<file path="src/rtl/inst_encoder_if.sv">
// Handshake and field bus between an instruction-tuple source, the encoder and a word sink.
// The slave modport is the encoder's view; the master modport is the environment's view.
interface inst_encoder_if #(
    parameter int ADDR_W = 10
);
    logic              in_valid;
    logic              in_ready;
    logic [1:0]        fmt;
    logic [5:0]        opcode;
    logic [4:0]        rs;
    logic [4:0]        rt;
    logic [4:0]        rd;
    logic [4:0]        shamt;
    logic [5:0]        funct;
    logic [15:0]       imm16;
    logic [25:0]       imm26;
    logic              out_valid;
    logic              out_ready;
    logic [31:0]       out_inst;
    logic [ADDR_W-1:0] out_addr;

    modport slave (
        input  in_valid, fmt, opcode, rs, rt, rd, shamt, funct, imm16, imm26, out_ready,
        output in_ready, out_valid, out_inst, out_addr
    );

    modport master (
        output in_valid, fmt, opcode, rs, rt, rd, shamt, funct, imm16, imm26, out_ready,
        input  in_ready, out_valid, out_inst, out_addr
    );
endinterface

</file>
<file path="src/rtl/inst_encoder.sv">
// MIPS-style R/I/J instruction encoder with a DEPTH-entry output FIFO and word address counter.
// Optional ENCODER_FMT_CHECK_EN drops reserved-format tuples and raises a sticky err flag.
module inst_encoder #(
    parameter int DEPTH  = 4,
    parameter int ADDR_W = 10
) (
    input  logic              clk,
    input  logic              rst_n,
    inst_encoder_if.slave     bus,
    input  logic              addr_load,
    input  logic [ADDR_W-1:0] addr_base,
    output logic              err
);
    localparam int PTR_W = (DEPTH > 1) ? $clog2(DEPTH) : 1;
    localparam logic [PTR_W:0] FULL_CNT = (PTR_W + 1)'(DEPTH);

    logic [31:0]       mem_r [DEPTH];
    logic [PTR_W-1:0]  wr_ptr_r;
    logic [PTR_W-1:0]  rd_ptr_r;
    logic [PTR_W:0]    count_r;
    logic [ADDR_W-1:0] addr_r;
    logic              ready_en_r;

    logic              full_s;
    logic              empty_s;
    logic              accept_s;
    logic              fmt_ok_s;
    logic              push_s;
    logic              pop_s;
    logic [31:0]       word_s;

    function automatic logic [31:0] encode(
        input logic [1:0]  fmt,
        input logic [5:0]  opcode,
        input logic [4:0]  rs,
        input logic [4:0]  rt,
        input logic [4:0]  rd,
        input logic [4:0]  shamt,
        input logic [5:0]  funct,
        input logic [15:0] imm16,
        input logic [25:0] imm26
    );
        logic [31:0] w;
        case (fmt)
            2'd0:    w = {opcode, rs, rt, rd, shamt, funct};
            2'd1:    w = {opcode, rs, rt, imm16};
            2'd2:    w = {opcode, imm26};
            default: w = {opcode, imm26};
        endcase
        return w;
    endfunction

    assign full_s   = (count_r == FULL_CNT);
    assign empty_s  = (count_r == '0);
    // in_ready looks only at the registered full flag, so a pop never frees a slot in the same cycle
    assign accept_s = bus.in_valid & ready_en_r & ~full_s;
    assign push_s   = accept_s & fmt_ok_s;
    assign pop_s    = ~empty_s & bus.out_ready;
    assign word_s   = encode(bus.fmt, bus.opcode, bus.rs, bus.rt, bus.rd,
                             bus.shamt, bus.funct, bus.imm16, bus.imm26);

    assign bus.in_ready  = ready_en_r & ~full_s;
    assign bus.out_valid = ~empty_s;
    assign bus.out_inst  = empty_s ? 32'h0000_0000 : mem_r[rd_ptr_r];
    assign bus.out_addr  = addr_r;

`ifdef ENCODER_FMT_CHECK_EN
    logic err_r;

    assign fmt_ok_s = (bus.fmt != 2'd3);
    assign err      = err_r;

    // Sticky flag for reserved-format tuples, cleared only by reset
    always_ff @(posedge clk or negedge rst_n) begin
        if (!rst_n) begin
            err_r <= 1'b0;
        end else if (accept_s && !fmt_ok_s) begin
            err_r <= 1'b1;
        end else begin
            err_r <= err_r;
        end
    end
`else
    assign fmt_ok_s = 1'b1;
    assign err      = 1'b0;
`endif

    // Storage array; validity is tracked by the pointers, so it needs no reset
    always_ff @(posedge clk) begin
        if (push_s) begin
            mem_r[wr_ptr_r] <= word_s;
        end
    end

    // Pointers, occupancy and the post-reset ready enable
    always_ff @(posedge clk or negedge rst_n) begin
        if (!rst_n) begin
            wr_ptr_r   <= '0;
            rd_ptr_r   <= '0;
            count_r    <= '0;
            ready_en_r <= 1'b0;
        end else begin
            ready_en_r <= 1'b1;
            if (push_s) begin
                wr_ptr_r <= wr_ptr_r + PTR_W'(1);
            end else begin
                wr_ptr_r <= wr_ptr_r;
            end
            if (pop_s) begin
                rd_ptr_r <= rd_ptr_r + PTR_W'(1);
            end else begin
                rd_ptr_r <= rd_ptr_r;
            end
            case ({push_s, pop_s})
                2'b10:   count_r <= count_r + (PTR_W + 1)'(1);
                2'b01:   count_r <= count_r - (PTR_W + 1)'(1);
                default: count_r <= count_r;
            endcase
        end
    end

    // Word address counter; a load wins over the increment of a same-cycle transfer
    always_ff @(posedge clk or negedge rst_n) begin
        if (!rst_n) begin
            addr_r <= '0;
        end else if (addr_load) begin
            addr_r <= addr_base;
        end else if (pop_s) begin
            addr_r <= addr_r + ADDR_W'(1);
        end else begin
            addr_r <= addr_r;
        end
    end
endmodule

</file>
<file path="src/flat_wrapper.sv">
// flat-port wrapper written by rule: the top's interface ports become plain ports
module inst_encoder_flat 
#(
    parameter int DEPTH  = 4,
    parameter int ADDR_W = 10
)
  (clk, rst_n, addr_load, addr_base, err, bus_in_valid, bus_fmt, bus_opcode, bus_rs, bus_rt, bus_rd, bus_shamt, bus_funct, bus_imm16, bus_imm26, bus_out_ready, bus_in_ready, bus_out_valid, bus_out_inst, bus_out_addr);
  inst_encoder_if #(.ADDR_W(ADDR_W)) bus_i ();
  input  logic clk;
  input  logic rst_n;
  input  logic addr_load;
  input  logic [ADDR_W-1:0] addr_base;
  output logic err;
  input wire logic [$bits(bus_i.in_valid)-1:0] bus_in_valid;
  input wire logic [$bits(bus_i.fmt)-1:0] bus_fmt;
  input wire logic [$bits(bus_i.opcode)-1:0] bus_opcode;
  input wire logic [$bits(bus_i.rs)-1:0] bus_rs;
  input wire logic [$bits(bus_i.rt)-1:0] bus_rt;
  input wire logic [$bits(bus_i.rd)-1:0] bus_rd;
  input wire logic [$bits(bus_i.shamt)-1:0] bus_shamt;
  input wire logic [$bits(bus_i.funct)-1:0] bus_funct;
  input wire logic [$bits(bus_i.imm16)-1:0] bus_imm16;
  input wire logic [$bits(bus_i.imm26)-1:0] bus_imm26;
  input wire logic [$bits(bus_i.out_ready)-1:0] bus_out_ready;
  output wire logic [$bits(bus_i.in_ready)-1:0] bus_in_ready;
  output wire logic [$bits(bus_i.out_valid)-1:0] bus_out_valid;
  output wire logic [$bits(bus_i.out_inst)-1:0] bus_out_inst;
  output wire logic [$bits(bus_i.out_addr)-1:0] bus_out_addr;
  assign bus_i.in_valid = bus_in_valid;
  assign bus_i.fmt = bus_fmt;
  assign bus_i.opcode = bus_opcode;
  assign bus_i.rs = bus_rs;
  assign bus_i.rt = bus_rt;
  assign bus_i.rd = bus_rd;
  assign bus_i.shamt = bus_shamt;
  assign bus_i.funct = bus_funct;
  assign bus_i.imm16 = bus_imm16;
  assign bus_i.imm26 = bus_imm26;
  assign bus_i.out_ready = bus_out_ready;
  assign bus_in_ready = bus_i.in_ready;
  assign bus_out_valid = bus_i.out_valid;
  assign bus_out_inst = bus_i.out_inst;
  assign bus_out_addr = bus_i.out_addr;
  inst_encoder #(.DEPTH(DEPTH), .ADDR_W(ADDR_W)) u_core (.clk(clk), .rst_n(rst_n), .bus(bus_i), .addr_load(addr_load), .addr_base(addr_base), .err(err));
endmodule
</file>
<file path="config.mk">
export PLATFORM = sky130hd
export DESIGN_NAME = inst_encoder_flat
export DESIGN_NICKNAME = d
export VERILOG_FILES = /design/src/rtl/inst_encoder_if.sv /design/src/rtl/inst_encoder.sv /design/src/flat_wrapper.sv
export SDC_FILE = /design/constraint.sdc
export NUM_CORES = 1
export LEC_CHECK = 0
export BUFFER_PORTS_ARGS = -buffer_cell sky130_fd_sc_hd__buf_2
export CAP_MARGIN = 0
export CORE_MARGIN = 2
export CORE_UTILIZATION = 54
export DETAILED_ROUTE_END_ITERATION = 8
export PLACE_DENSITY = 0.76
export SLEW_MARGIN = 25
export SYNTH_ARGS = -nofsm -noshare
export SYNTH_HDL_FRONTEND = slang
export SYNTH_SLANG_ARGS = --single-unit
</file>
<file path="constraint.sdc">
create_clock -name clk -period 2.5 [get_ports clk]
set_input_delay 0.25 -clock clk [delete_from_list [all_inputs] [get_ports clk]]
set_output_delay 0.25 -clock clk [all_outputs]
set_load 0.01 [all_outputs]
</file>
==> impl_metrics.json, run 1 <==
{
  "status": "finished, final reports clean",
  "fillerInstances": 796,
  "reg2reg_slack_ns": 0.29,
  "period_needed_ns": 2.292,
  "regToRegStartpoint": "u_core.count_r[2]",
  "final.period_utilization_pct": 91.66,
  "htree_levels": 4,
  "layout_setup_ws_ns": 0.2084,
  "floorplan.rows": 39,
  "dieArea_um2": 12470,
  "avgSynthCellArea_um2": 17.06,
  "cts_sinks": 146,
  "final_util_pct": 68.75,
  "whs_ns": 0.03948,
  "grt-ovfl-total": 0,
  "ys_types": 32,
  "dpl_cell_area_um2": 7159,
  "required_ns": 2.25,
  "diodes": 0,
  "syn2layout_area_growth_pct": 24.87,
  "synth_top_cell_by_area": "edfxtp_1",
  "cts_resized": 0,
  "drive_above_1_share_pct": 42.88,
  "syn_area_um2": 6260,
  "final_area_um2": 7816,
  "grt_setup_unrepaired": "false",
  "stdcell_count": 670,
  "synth_area_leaders": "edfxtp_1 (61%), mux4_2 (12%), dfrtp_1 (7.2%)",
  "preCtsSetupSlack_ns": 0.3261,
  "yosys_warnings": 0,
  "holdPathEnd": "u_core.bus.out_addr[2]",
  "hold_class": "primary input to register",
  "final_nets": 612,
  "min-delay-start": "addr_base[2]",
  "worstPathArrival_ns": 2.04,
  "setup-tns-final_ns": 0,
  "dieWidth_um": 111.7,
  "slew_viol_final": 0,
  "dp_hpwl_um": 7945,
  "drt_pass1_iterations": 4,
  "hold_viol": 0,
  "numCtsBuffers": 17,
  "die_h_um": 111.7,
  "start_kind": "register",
  "gp_congestion": 0.7598,
  "cts_tree": "yes",
  "cts_max_path_buffers": 2,
  "fmax_ghz": 0.4364,
  "port_buffers": 134,
  "synth_ff_type": "edfxtp_1",
  "clk_pin_slew_ns": 0.06,
  "ys_seq_elements": 146,
  "grt_usage_pct": 20.44,
  "synthArstFlopShare_pct": 12.33,
  "finalSetupViolations": 0,
  "worst_pin_slew_ns": 0.7032,
  "drc": 0,
  "peakVddDrop_mv": 0.6449,
  "via_count": 3653,
  "end_kind": "output pin",
  "start_util_pct": 55.06,
  "leakage_nw": 3.025,
  "seq_area_frac_synth_pct": 68.60,
  "viasPerCell": 5.452,
  "core_area_um2": 11370,
  "power_density_nw_per_um2": 1084,
  "root_buffer": "clkbuf_16",
  "postRouteAntennaNets": 0,
  "synth_top_area_share_pct": 61.40,
  "cap_violations": 0,
  "post_cts_buffers": 0,
  "synthTopCellsByCount": "edfxtp_1 (128), mux4_2 (32), nor2b_1 (32)",
  "syn_nets": 465,
  "reg2reg_to": "u_core.count_r[2]",
  "clk_latency_ns": 0.42,
  "grt_max_degree": 43,
  "wl_per_cell_um": 18.21,
  "drt_iter0_markers": 177,
  "synthMostInstantiatedCell": "edfxtp_1",
  "reg2regPathDepth": 8,
  "holdPathStages": 3,
  "cp_max_fo": 20,
  "grt_first_pass_wirelength_um": 19090,
  "io_pins": 136,
  "skew_ns": 0.006017,
  "antenna_found_initial": 0,
  "synth-edff-count": 128,
  "dp_cells": 637,
  "hold_buffers": 1,
  "wl_um": 12200,
  "relSlewSlack_pct": 53.12,
  "grt_pass1_vias": 3795,
  "netlist_instances": 367,
  "power_mw": 8.475,
  "crit_type": "register to output pin"
}
## placed cells by master (no fill, tap or decap), drive strengths merged, types with 2 or more instances in the layout
master	instances
xnor2	9
clkbuf	20
mux2	12
nor2	2
conb	2
nand3	2
mux4	32
xor2	6
buf	148
nor2b	32
mux2i	18
and3	4
bufinv	6
edfxtp	128
nand2	29
nand4	2
clkinv	6
nor3	3
ha	6
inv	9
dfrtp	18
o21ai	25
## state kept, by name, indices dropped and copies added (netlist names)
register,count
u_core.bus.out_addr,10
u_core.count_r,3
u_core.mem_r,128
u_core.rd_ptr_r,2
u_core.ready_en_r,1
u_core.wr_ptr_r,2
## worst max-delay path by stage
stage                             from            endpoint  slack (ns)  depth (start not counted)
floorplan            u_core.count_r[0]  u_core.mem_r[0][0]        0.27                          3
global placement     u_core.count_r[2]   u_core.count_r[2]        0.42                          8
detailed placement   u_core.count_r[2]   u_core.count_r[2]        0.33                          8
CTS                 u_core.rd_ptr_r[0]     bus_out_inst[2]        0.15                          4
global route        u_core.rd_ptr_r[0]     bus_out_inst[2]        0.08                          4
finish              u_core.rd_ptr_r[1]     bus_out_inst[2]        0.21                          4
## metal layers
layer	vias to the layer above	wire, µm	global-route usage (%)
li1	1689	-	-
met1	1832	4930	24.74
met2	116	6473	35.15
met3	16	608	5.008
met4	0	189	8.889
met5	-	0	0
## cell type report
class	instances	area (µm²)	area share [%]
sequential	146	4297	54.97
inverter	9	33.78	0.4322
tap	143	178.9	2.289
multi-input combinational	191	1849	23.66
clock buffer	20	436.7	5.587
timing repair buffer	149	810.8	10.37
clock inverter	12	210.2	2.689
## worst max-delay path: stages, from the launching register on
cell and delay (ns):
dfrtp_2 0.58, buf_4 0.37, mux4_2 0.36, nor2b_1 0.14
buf_2 0.16
## logic make-up (layout without fill, tap and decap cells)
group,Yosys count,count (layout),synth area share [%]
adder cells (fa/ha/maj),7,7,1.519
other,2,2,0.1200
flip-flops,146,146,68.60
AO/OA/AOI/OAI,27,27,2.439
XOR/XNOR,15,15,2.099
AND/OR/NAND/NOR,78,78,6.636
buffers and inverters,30,190,2.039
multiplexers,62,62,16.55
## power breakdown
part           total, mW  internal, mW  leakage [nW]  switching, mW
clock               2.78          1.86         0.315          0.924
combinational       2.45          1.25          1.33           1.20
sequential          3.24          3.00          1.38          0.236
(Power assumes the default switching activity.)
==> run 2, diff against run 1 <==
--- a/config.mk
+++ b/config.mk
@@ -10,6 +10,7 @@
 export CORE_MARGIN = 2
 export CORE_UTILIZATION = 54
 export DETAILED_ROUTE_END_ITERATION = 8
+export GPL_TIMING_DRIVEN = 0
 export PLACE_DENSITY = 0.76
 export SLEW_MARGIN = 25
 export SYNTH_ARGS = -nofsm -noshare
==> constraint.sdc (replaced) <==
create_clock -name clk -period 2.5 [get_ports clk]
set_input_delay 0.5 -clock clk [delete_from_list [all_inputs] [get_ports clk]]
set_output_delay 0.5 -clock clk [all_outputs]
set_load 0.01 [all_outputs]
==> run 2 against run 1 <==
  * Register-to-register slack got worse by 0.06 ns
  * Clock power fell by 7.9%
  * Sequential share of layout area is 0.36 points lower
  * Critical path type unchanged
  * Critical endpoint is now bus_out_inst[12]
  * Largest power group unchanged
==> impl_metrics.json, run 2 (synthesis results as in run 1) <==
{
  "final_cell_mix": "buf_2 (133), edfxtp_1 (128), mux4_2 (32), nor2b_1 (32), nand2_1 (29)",
  "dpl_cell_area_um2": 7209,
  "regMostFlops": "u_core.mem_r",
  "cts_max_path_buffers": 2,
  "drive_above_1_share_pct": 42.29,
  "hold_class": "primary input to async pin",
  "critical_path.slowest_cell": "mux4_2",
  "die_h_um": 111.7,
  "grt_usage_pct": 20.95,
  "drc": 0,
  "slew_viol_final": 0,
  "diodes": 0,
  "cap_violations": 0,
  "io_pins": 136,
  "power_mw": 8.332,
  "floorplan.rows": 39,
  "core_area_um2": 11370,
  "port_buffers": 131,
  "fmax_ghz": 0.4118,
  "period_needed_ns": 2.428,
  "crit_buf_inv": 3,
  "pwr-share-comb_pct": 31.5,
  "worstPathArrival_ns": 1.93,
  "postRouteAntennaNets": 0,
  "grt-ovfl-total": 0,
  "finalSetupViolations": 0,
  "worst_pin_slew_ns": 0.5772,
  "hold_viol": 0,
  "antenna_found_initial": 0,
  "grt_max_degree": 19,
  "cp_max_fo": 10,
  "final.period_utilization_pct": 97.13,
  "final_util_pct": 69.16,
  "numCtsBuffers": 17,
  "dieWidth_um": 111.7,
  "final_common_cell": "buf_2",
  "final_area_um2": 7864,
  "p_sw_share_pct": 28.42,
  "grt_use_met3_pct": 5.226,
  "cp_top_family": "multiplexers",
  "relSlewSlack_pct": 61.11,
  "via_count": 3705,
  "required_ns": 2.00,
  "largest_reg_flops": 128,
  "use_met1_pct": 24.38,
  "worstPathCellList": "buf_6, buf_8, mux4_2, nor2b_1, buf_2",
  "grt_setup_unrepaired": "true",
  "syn2layout_area_growth_pct": 25.62,
  "grt_first_pass_wirelength_um": 19510,
  "dieArea_um2": 12470,
  "start_util_pct": 55.06,
  "seqPwrFrac_pct": 37.7,
  "status": "finished, final reports clean",
  "skew_ns": 0.003903,
  "power_density_nw_per_um2": 1060,
  "p_int_mw": 5.963,
  "max_stage_delay_ns": 0.51,
  "final_nets": 619,
  "grtUsageMet2_pct": 37.58,
  "cts_tree": "yes",
  "end_kind": "output pin",
  "p_sw_mw": 2.368,
  "cts_sinks": 146,
  "fillerInstances": 749,
  "drt_iter0_markers": 212,
  "wl_um": 12370,
  "peakVddDrop_mv": 0.5362,
  "grt_pass1_vias": 3827,
  "gp_congestion": 0.7904,
  "start_kind": "register",
  "grt.busiest_layer": "met2",
  "drt_pass1_iterations": 4,
  "hold_buffers": 0,
  "crit_type": "register to output pin",
  "clk_latency_ns": 0.41,
  "wl_per_cell_um": 18.33,
  "clk_pin_slew_ns": 0.06,
  "htree_levels": 4,
  "clockPowerShare_pct": 30.8,
  "dp_hpwl_um": 8532,
  "leakage_nw": 3.027,
  "root_buffer": "clkbuf_16",
  "viasPerCell": 5.489
}
==> run 2: routing by layer <==
layer | share of wire (%) | up-vias
li1 | - | 1707
met1 | 38 | 1849
met4 | 1.9 | 0
met3 | 4.9 | 24
met2 | 55 | 125
met5 | 0 | -
==> run 2: what timing repair did <==
action / CTS / global route
setup buffers: 0 / 0
endpoints found under the setup margin: 30 / 29
gates resized for setup: 12 / 10
==> run 2: power groups by stage <==
stage / clock network [mW] / registers [mW] / logic [mW]
finish: 2.56 / 3.14 / 2.62
global route: 2.70 / 3.17 / 2.85
global placement: 0 / 3.17 / 2.46
floorplan: 0 / 3.16 / 1.67
CTS: 2.60 / 3.15 / 2.64
detailed placement: 0 / 3.18 / 2.57
==> run 2: path summary, 6_finish.rpt <==
kind	depth (start not counted)	slack, ns	from	end
max in group asynchronous	1	2.20	rst_n	u_core.bus.out_addr[7]
worst max-delay path	5	0.07	u_core.rd_ptr_r[0]	bus_out_inst[12]
min in group clk	3	0.30	addr_base[8]	u_core.bus.out_addr[8]
worst min register to register	1	0.57	u_core.wr_ptr_r[1]	u_core.wr_ptr_r[1]
worst max register to register	8	0.23	u_core.count_r[2]	u_core.count_r[2]
worst min-delay path	1	0.01	rst_n	u_core.bus.out_addr[1]
==> run 2: layout make-up <==
| cell class | count | area, µm² | area share (%) |
|---|---|---|---|
| tap | 143 | 178.9 | 2.275 |
| clock buffer | 18 | 429.2 | 5.457 |
| clock inverter | 12 | 166.4 | 2.116 |
| multi-input combinational | 191 | 1849 | 23.52 |
| buffer | 21 | 146.4 | 1.862 |
| sequential | 146 | 4294 | 54.61 |
| timing repair buffer | 135 | 765.7 | 9.737 |
| inverter | 9 | 33.78 | 0.4296 |
==> run 2: through the flow <==
stage | hold WS (ns) | setup slack [ns] | cells | setup TNS, ns
after CTS | 0.01884 | -0.01804 | 675 | -0.04531
after detailed placement | 0.4630 | 0.1700 | 645 | 0
after global placement | 0.4464 | -0.2421 | 641 | -30.37
after floorplan | 0.2044 | 0.2734 | 367 | 0
final | 0.009514 | 0.07187 | 675 | 0
after global routing | 0.02920 | -0.01727 | 675 | -0.06930
==> run 3, diff against run 2 <==
--- a/config.mk
+++ b/config.mk
@@ -10,7 +10,6 @@
 export CORE_MARGIN = 2
 export CORE_UTILIZATION = 54
 export DETAILED_ROUTE_END_ITERATION = 8
-export GPL_TIMING_DRIVEN = 0
 export PLACE_DENSITY = 0.76
 export SLEW_MARGIN = 25
 export SYNTH_ARGS = -nofsm -noshare
==> run 3 against run 2 <==
  * Critical path depth is 1 lower
  * Maximum frequency is 3.1% higher
  * Clock skew is 0.0049 ns higher
  * Via count is 2.8% lower
  * Sequential power hardly changed
  * Utilization is 1.3 points lower
  * Combinational power is 2% lower
  * Wire length is 2.2% lower
==> impl_metrics.json, run 3 (synthesis results as in run 1) <==
{
  "largest_reg_flops": 128,
  "multi_input_area_um2": 1849,
  "cp_top_family": "multiplexers",
  "dieWidth_um": 111.7,
  "worstPathArrival_ns": 1.85,
  "viasPerCell": 5.383,
  "max_stage_delay_ns": 0.51,
  "syn2layout_area_growth_pct": 23.35,
  "grt_pass1_vias": 3735,
  "grt_usage_pct": 20.37,
  "critical_path.slowest_cell": "mux4_2",
  "hold_class": "primary input to async pin",
  "via_count": 3601,
  "drc": 0,
  "numCtsBuffers": 17,
  "seqPwrFrac_pct": 39.1,
  "wl_per_cell_um": 18.09,
  "p_int_mw": 5.718,
  "peakVddDrop_mv": 0.6522,
  "grt_first_pass_wirelength_um": 19250,
  "drt_iter0_markers": 215,
  "clockPowerShare_pct": 29.1,
  "dieArea_um2": 12470,
  "status": "finished, final reports clean",
  "grt_max_degree": 43,
  "power_density_nw_per_um2": 1047,
  "dp_hpwl_um": 7839,
  "required_ns": 2.00,
  "worstPathCellList": "clkbuf_16, mux4_2, nor2b_1, buf_2",
  "core_area_um2": 11370,
  "hold_buffers": 0,
  "port_buffers": 134,
  "final_nets": 612,
  "cts_max_path_buffers": 2,
  "layout.area.seq_um2": 4297,
  "die_h_um": 111.7,
  "setup-tns-final_ns": 0,
  "pwr-share-comb_pct": 31.8,
  "leakage_nw": 2.973,
  "post_cts_buffers": 0,
  "dpl_cell_area_um2": 7147,
  "htree_levels": 4,
  "hold_viol": 0,
  "start_util_pct": 55.06,
  "wl_um": 12100,
  "diodes": 0,
  "fillerInstances": 806,
  "grt-ovfl-total": 0,
  "postRouteAntennaNets": 0,
  "crit_buf_inv": 2,
  "regMostFlops": "u_core.mem_r",
  "floorplan.rows": 39,
  "end_kind": "output pin",
  "crit_type": "register to output pin",
  "drive_above_1_share_pct": 42.97,
  "root_buffer": "clkbuf_16",
  "gp_congestion": 0.7901,
  "dp_cells": 637,
  "cp_max_fo": 17,
  "final_common_cell": "buf_2",
  "final_cell_mix": "buf_2 (134), edfxtp_1 (128), mux4_2 (32), nor2b_1 (32), nand2_1 (29)",
  "drt_pass1_iterations": 6,
  "slew_viol_final": 0,
  "finalSetupViolations": 0,
  "clk_latency_ns": 0.41,
  "skew_ns": 0.008804,
  "fmax_ghz": 0.4247,
  "clk_pin_slew_ns": 0.06,
  "period_needed_ns": 2.354,
  "cts_sinks": 146,
  "io_pins": 136,
  "antenna_found_initial": 0,
  "p_sw_mw": 2.366,
  "grt_setup_unrepaired": "false",
  "final_area_um2": 7721,
  "worst_pin_slew_ns": 0.7202,
  "stdcell_count": 669,
  "final.period_utilization_pct": 94.18,
  "cts_resized": 0,
  "final_util_pct": 67.91,
  "cap_violations": 0,
  "start_kind": "register",
  "cts_tree": "yes",
  "p_sw_share_pct": 29.27,
  "relSlewSlack_pct": 51.98
}
==> run 3: power by group through the flow <==
| stage | Combinational, mW | Clock [mW] | Sequential (mW) |
|---|---|---|---|
| after detailed placement | 2.56 | 0 | 3.20 |
| after global routing | 2.81 | 2.50 | 3.19 |
| after global placement | 2.51 | 0 | 3.18 |
| after floorplan | 1.67 | 0 | 3.16 |
| final | 2.57 | 2.36 | 3.16 |
| after CTS | 2.58 | 2.39 | 3.16 |
==> run 3: layer usage <==
metal  vias to the layer above  part of all wire (%)  GRT usage [%]  routed length [µm]
li1                       1694                     -              -                   -
met1                      1778                    41          25.51                4944
met5                         -                     0              0                   0
met3                        18                   4.4          3.865                 527
met2                       111                    53          35.19                6416
met4                         0                   1.7          8.395                 210
==> run 3: worst paths after layout <==
path,end,slack [ns],start,cells after the start
worst min-delay path,u_core.bus.out_addr[2],0.01,rst_n,1
min in group clk,u_core.bus.out_addr[4],0.30,addr_base[4],3
worst min register to register,u_core.bus.out_addr[6],0.60,u_core.bus.out_addr[6],2
worst max-delay path,bus_out_inst[27],0.15,u_core.rd_ptr_r[0],4
max in group asynchronous,u_core.rd_ptr_r[0],2.17,rst_n,1
worst max register to register,u_core.count_r[2],0.36,u_core.count_r[2],8
==> run 3: layout make-up <==
| class | instances | area share, % |
|---|---|---|
| Inverter | 9 | 0.4375 |
| Timing Repair Buffer | 149 | 10.53 |
| Tap cell | 143 | 2.317 |
| Clock inverter | 12 | 1.507 |
| Clock buffer | 19 | 5.607 |
| Sequential cell | 146 | 55.65 |
| Multi-Input combinational cell | 191 | 23.95 |
==> run 3: worst register-to-register path, stage by stage (launching register included) <==
cell	delay, ns
dfrtp_1	0.46
o31ai_4	0.39
clkinv_1	0.28
ha_1	0.30
inv_1	0.07
fa_1	0.17
xor2_1	0.15
nor2_1	0.06
xor2_1	0.14
==> run 3: metrics by stage <==
stage | power [mW] | setup slack, ns | hold slack [ns]
after global routing | 8.496 | 0.05972 | 0.02873
final | 8.085 | 0.1456 | 0.01256
after CTS | 8.130 | 0.04135 | 0.007582
after floorplan | 4.831 | 0.2734 | 0.2044
after detailed placement | 5.760 | 0.3414 | 0.4511
after global placement | 5.692 | 0.4263 | 0.4491
